`src/rtl/vin_quadencoder_index_ctrl.sv`:
```
// Quadrature position counter with an armable index latch; QUADENC_INDEX_ZERO_EN zeroes the count on latch.
// Latency: 3 clk from a phase or index edge to pos / flags; no flow control, every input sampled each cycle.
module vin_quadencoder_index_ctrl #(
    parameter int BITS      = 32,
    parameter int QUAD_TYPE = 0,
    parameter int IDX_POL   = 1
) (
    input  logic                   clk,
    input  logic                   rst_n,
    input  logic                   quadA,
    input  logic                   quadB,
    input  logic                   index,
    input  logic                   arm,
    input  logic                   clear,
    output logic signed [BITS-1:0] pos,
    output logic signed [BITS-1:0] latched_pos,
    output logic                   armed,
    output logic                   latch_valid
);

    typedef enum logic [1:0] {
        S_IDLE  = 2'd0,
        S_ARMED = 2'd1,
        S_DONE  = 2'd2
    } state_t;

    logic [2:0]             r_a;
    logic [2:0]             r_b;
    logic [2:0]             r_i;
    logic signed [BITS-1:0] r_count;
    logic signed [BITS-1:0] r_latched;
    state_t                 r_state;
    state_t                 w_state_nxt;
    logic                   r_armed;
    logic                   r_latch_valid;
    logic                   w_idx_raw;
    logic                   w_step;
    logic                   w_up;
    logic                   w_idx_edge;
    logic                   w_capture;

    // Normalise the index to active-high before it enters the synchroniser.
    assign w_idx_raw = (IDX_POL != 0) ? index : ~index;

    always_ff @(posedge clk or negedge rst_n) begin
        if (!rst_n) begin
            r_a <= 3'b000;
            r_b <= 3'b000;
            r_i <= 3'b000;
        end else begin
            r_a <= {r_a[1:0], quadA};
            r_b <= {r_b[1:0], quadB};
            r_i <= {r_i[1:0], w_idx_raw};
        end
    end

    assign w_step     = r_a[1] ^ r_a[2] ^ r_b[1] ^ r_b[2];
    assign w_up       = r_a[1] ^ r_b[2];
    assign w_idx_edge = r_i[1] & ~r_i[2];

    always_comb begin
        w_state_nxt = r_state;
        w_capture   = 1'b0;
        if (clear) begin
            w_state_nxt = S_IDLE;
        end else begin
            unique case (r_state)
                S_IDLE:  if (arm) w_state_nxt = S_ARMED;
                S_ARMED: if (w_idx_edge) begin
                    w_state_nxt = S_DONE;
                    w_capture   = 1'b1;
                end
                S_DONE:  if (arm) w_state_nxt = S_ARMED;
                default: w_state_nxt = S_IDLE;
            endcase
        end
    end

    always_ff @(posedge clk or negedge rst_n) begin
        if (!rst_n) begin
            r_state       <= S_IDLE;
            r_armed       <= 1'b0;
            r_latch_valid <= 1'b0;
        end else begin
            r_state       <= w_state_nxt;
            r_armed       <= (w_state_nxt == S_ARMED);
            r_latch_valid <= (w_state_nxt == S_DONE);
        end
    end

    // The latch sees the count as it stood before this cycle's step.
    always_ff @(posedge clk or negedge rst_n) begin
        if (!rst_n) begin
            r_count   <= '0;
            r_latched <= '0;
        end else begin
            if (w_capture) r_latched <= r_count;
`ifdef QUADENC_INDEX_ZERO_EN
            if (w_capture)   r_count <= '0;
            else if (w_step) r_count <= w_up ? r_count + 1'b1 : r_count - 1'b1;
`else
            if (w_step)      r_count <= w_up ? r_count + 1'b1 : r_count - 1'b1;
`endif
        end
    end

    assign pos         = r_count >>> QUAD_TYPE;
    assign latched_pos = r_latched >>> QUAD_TYPE;
    assign armed       = r_armed;
    assign latch_valid = r_latch_valid;

endmodule

```
`config.mk`:
```
export PLATFORM = sky130hd
export DESIGN_NAME = vin_quadencoder_index_ctrl
export DESIGN_NICKNAME = d
export VERILOG_FILES = /design/src/rtl/vin_quadencoder_index_ctrl.sv
export SDC_FILE = /design/constraint.sdc
export NUM_CORES = 1
export LEC_CHECK = 0
export BUFFER_PORTS_ARGS = -buffer_cell sky130_fd_sc_hd__buf_2
export CORE_MARGIN = 4
export CORE_UTILIZATION = 45
export DETAILED_ROUTE_END_ITERATION = 8
export GPL_ROUTABILITY_DRIVEN = 0
export HOLD_SLACK_MARGIN = 0.08
export PLACE_DENSITY = 0.66
export SLEW_MARGIN = 0
export SYNTH_ARGS = -nofsm -noshare
export SYNTH_HDL_FRONTEND = slang
export SYNTH_SLANG_ARGS = --single-unit
```
`constraint.sdc`:
```
create_clock -name clk -period 3.2 [get_ports clk]
set_input_delay 0.16 -clock clk [delete_from_list [all_inputs] [get_ports clk]]
set_output_delay 0.16 -clock clk [all_outputs]
set_load 0.005 [all_outputs]
```
==> qor.log <==
[run_status] status completed
[global_routing] via count of the first global-routing pass 3,547
[critical_path] critical-path maximum fanout 11
[cts] H-tree depth reported by CTS 3
[critical_path] startpoint of the most critical setup path pos[3]
[yosys] Post-Syn Nets 446
[sta] worst clock skew 10.3 ps
[power_and_ir_drop] total leakage power 2.16 nW
[power_and_ir_drop] switching share of total power 0.431
[worst_hold_path] class of the tightest hold or removal check input port to flop
[final_layout] fraction of final layout cells sized beyond drive strength 1 0.298
[critical_path] reg2reg end pos[25]
[die] full die area 11,600 sq um
[die] die width 108 um
[power_and_ir_drop] internal power 0.00239 W
[worst_hold_path] launch point of the worst hold path arm
[cts] CTS Buf Count 9
[route] iteration count of the initial detailed-routing pass 8
[sta] setup slack after layout 531 ps
[power_and_ir_drop] Pwr per Cell Area 841 nW/um^2
[run] max-cap violation count 0
[sta] post-layout minimum cycle time 2670 ps
[critical_path] worst setup path category flop to flop
[cts] Max clock buf depth 2
[power_and_ir_drop] Seq pwr share 0.487
[yosys] YS warnings 0
[final_layout] final core utilization 0.513
[final_layout] leading cell types in the layout, fill and taps excluded 77 x dfrtp_1, 71 x buf_2, 34 x nor2_1, 34 x mux2_2, 27 x nand2_1
[critical_path] worst reg2reg path startpoint pos[3]
[worst_hold_path] Hold Path Cell Cnt 3
[yosys] Post-synth EDFFs 0
[critical_path] number of cells on the worst reg-to-reg path 7
[cts] TritonCTS clock tree done
[yosys] Mean Syn Cell Area 10.2 sq um
[sta] final number of hold-violating endpoints 0
[yosys] top area cells in the synthesized netlist dfrtp_1 43%, mux2_2 8.6%, xnor2_1 4.5%, mux2i_1 3.8%, nor2_1 2.9%
[global_routing] maximum number of pins on one net before global-route repair 78
[die] number of core rows 36
[cts] clock sinks 77
[route] Avg Vias per Cell 6.05
[sta] number of setup violations in the final report 0
[final_layout] most common cell after layout, fill and taps aside dfrtp_1
[cts] clk slew on worst S/H paths 90 ps
[critical_path] required time worst endpoint 3490 ps
[yosys] mapped cell area 4470 sq um
[critical_path] arrival time worst endpoint 2960 ps
[sta] transition time at the pin with the least slew margin 972 ps
[sta] Final TNS setup 0 ps
[cts] clock root buffer clkbuf_8
[final_layout] net count reported at finish 499
[final_layout] post-synthesis to final-layout area growth 11.8%
[cts] post-CTS setup buffers 0
[yosys] leading area contributor after synthesis dfrtp_1
[route] DRT iter0 DRCs 449
[die] Initial Util 0.459
[critical_path] FF-to-FF setup slack 530 ps
[global_routing] global-route wire length before repair 19,100 um
[power_and_ir_drop] relative contribution of the clock network to total power 0.154
[yosys] sequential-to-total area share from yosys stat 0.431
[yosys] gate count of the mapped netlist 438
[route] residual antenna-violating net count after detailed routing 0
[critical_path] kind of cell adding the most delay to the critical path simple AND/OR/NAND/NOR gates
[final_layout] number of diodes 0
[critical_path] cell type of the slowest stage on the worst timing path nor4b_1
[sta] worst slew slack as a fraction of its limit 0.352
[critical_path] crit path buf inv count 0
[placed_design] number of I/O port buffers 72
[route] final routed wire length divided by cell count 18.6 um
[yosys] total of flip-flops plus latches after synthesis 77
[power_and_ir_drop] Comb power frac 0.359
[route] via total after detailed routing 3,805
[route] routed wire length 11,700 um
[power_and_ir_drop] Sw Pwr 0.00181 W
[critical_path] Max stage delay on crit path 620 ps
[critical_path] critical path launch point type flop
[global_routing] global-route total usage across every layer 0.211
[sta] Slew Limit Fails 0
[yosys] async set or reset register ratio after synthesis 1.00
[die] number of I/O pins 73
[power_and_ir_drop] Max rail drop VDD 0.000379 V
[critical_path] Critical Path, Cell by Cell or4_4 -> nor3_2 -> nor4b_1 -> o32ai_2 -> nand2_1 -> mux2i_1 -> xor2_1
[yosys] post-synthesis cell type count 60
[yosys] top cell type's share of synthesized area 0.431
[global_routing] initial antenna violation count 0
[placed_design] detailed placement HPWL 8040 um
[die] vertical die dimension 108 um
[sta] fraction of the cycle the final worst path needs 0.834
[cts] clock insertion delay at the later pin of the skew report 360 ps
[global_routing] aggregate global routing overflow 0
[worst_hold_path] Hold EP armed
[power_and_ir_drop] overall power 0.00420 W
[die] core region area 9730 sq um
[placed_design] worst slack at placement 600 ps
[yosys] dominant register cell in the synthesized netlist dfrtp_1
[critical_path] kind of end point of the critical path flop
[sta] RSZ-0062 raised after global routing no
[route] DRC viols 0
[sta] minimum hold slack 124 ps
[sta] max frequency 375 MHz
power groups by stage:
stage                     Combinational (W)  Clock, W  Sequential [W]
after global placement              0.00148         0         0.00202
after floorplan                     0.00132         0         0.00164
after CTS                           0.00152  0.000670         0.00204
after detailed placement            0.00150         0         0.00206
final                               0.00151  0.000648         0.00205
after global routing                0.00167  0.000716         0.00213
per-stage QoR:
stage | cells | instance area, sq um
after floorplan | 438 | 4470
after global placement | 608 | 4780
after detailed placement | 608 | 4780
after CTS | 629 | 4990
after global routing | 629 | 4990
final | 629 | 4990
cell families (layout without fill, tap and decap cells):
logic type,count (synthesis),after routing,synth area share
compound gates,59,59,0.0910
xor+xnor,36,36,0.0723
fa+ha+maj,1,1,0.00280
buf+inv,42,100,0.0608
flops,77,77,0.431
mux,52,52,0.129
simple gates,171,171,0.213
metal layers:
metal  share of wire  global-route usage  vias to the layer above
met5               0                   0                        -
met1            0.44               0.300                     1861
met2            0.45               0.315                      203
li1                -                   -                     1708
met4           0.027              0.0794                        0
met3           0.086              0.0492                       33
state kept, by name (all words and copies together) (netlist names):
| name | flops |
|---|---|
| latched_pos | 32 |
| latch_valid | 1 |
| r_a | 3 |
| armed | 1 |
| pos | 32 |
| r_state | 2 |
| r_b | 3 |
| r_i | 3 |
area by class of cell:
type | instances | area, sq um
clock buffers | 9 | 124
clock inverters | 7 | 42.5
fillers | 969 | 4730
inverters | 2 | 7.51
multi-input cells | 319 | 2280
flip-flops and latches | 77 | 1930
well taps | 133 | 166
repair buffers | 82 | 450
synthesized netlist by cell type (6+ instances only):
library cell,count
dfrtp_1,77
mux2_2,34
nor2_1,34
nand2_1,27
xnor2_1,23
nand3_1,19
clkbuf_1,18
mux2i_1,17
a21oi_1,16
nor4_1,15
nand4_1,14
nor3_1,14
xor2_1,12
o21ai_0,11
buf_6,10
and3_1,6
nor4b_1,6
tightest hold or removal path: cells and delay by family:
kind,cells,cell delay (ps)
buffers and inverters,1,100
multiplexers,1,90
AND/OR/NAND/NOR,1,90
repair_timing:
action                                 CTS  global route
hold buffers                             5             0
resized for setup                        0             0
endpoints found under the hold margin   82             0
how the worst max path moves through the flow:
stage	end	slack (ps)	cells after the start
2_1_floorplan	pos[26]	480	12
3_3_place_gp	pos[25]	700	7
3_5_place_dp	pos[25]	600	7
4_1_cts	pos[25]	580	7
5_1_grt	pos[25]	400	7
6_report	pos[25]	530	7
No activity file was read; power rests on OpenSTA's default activity.
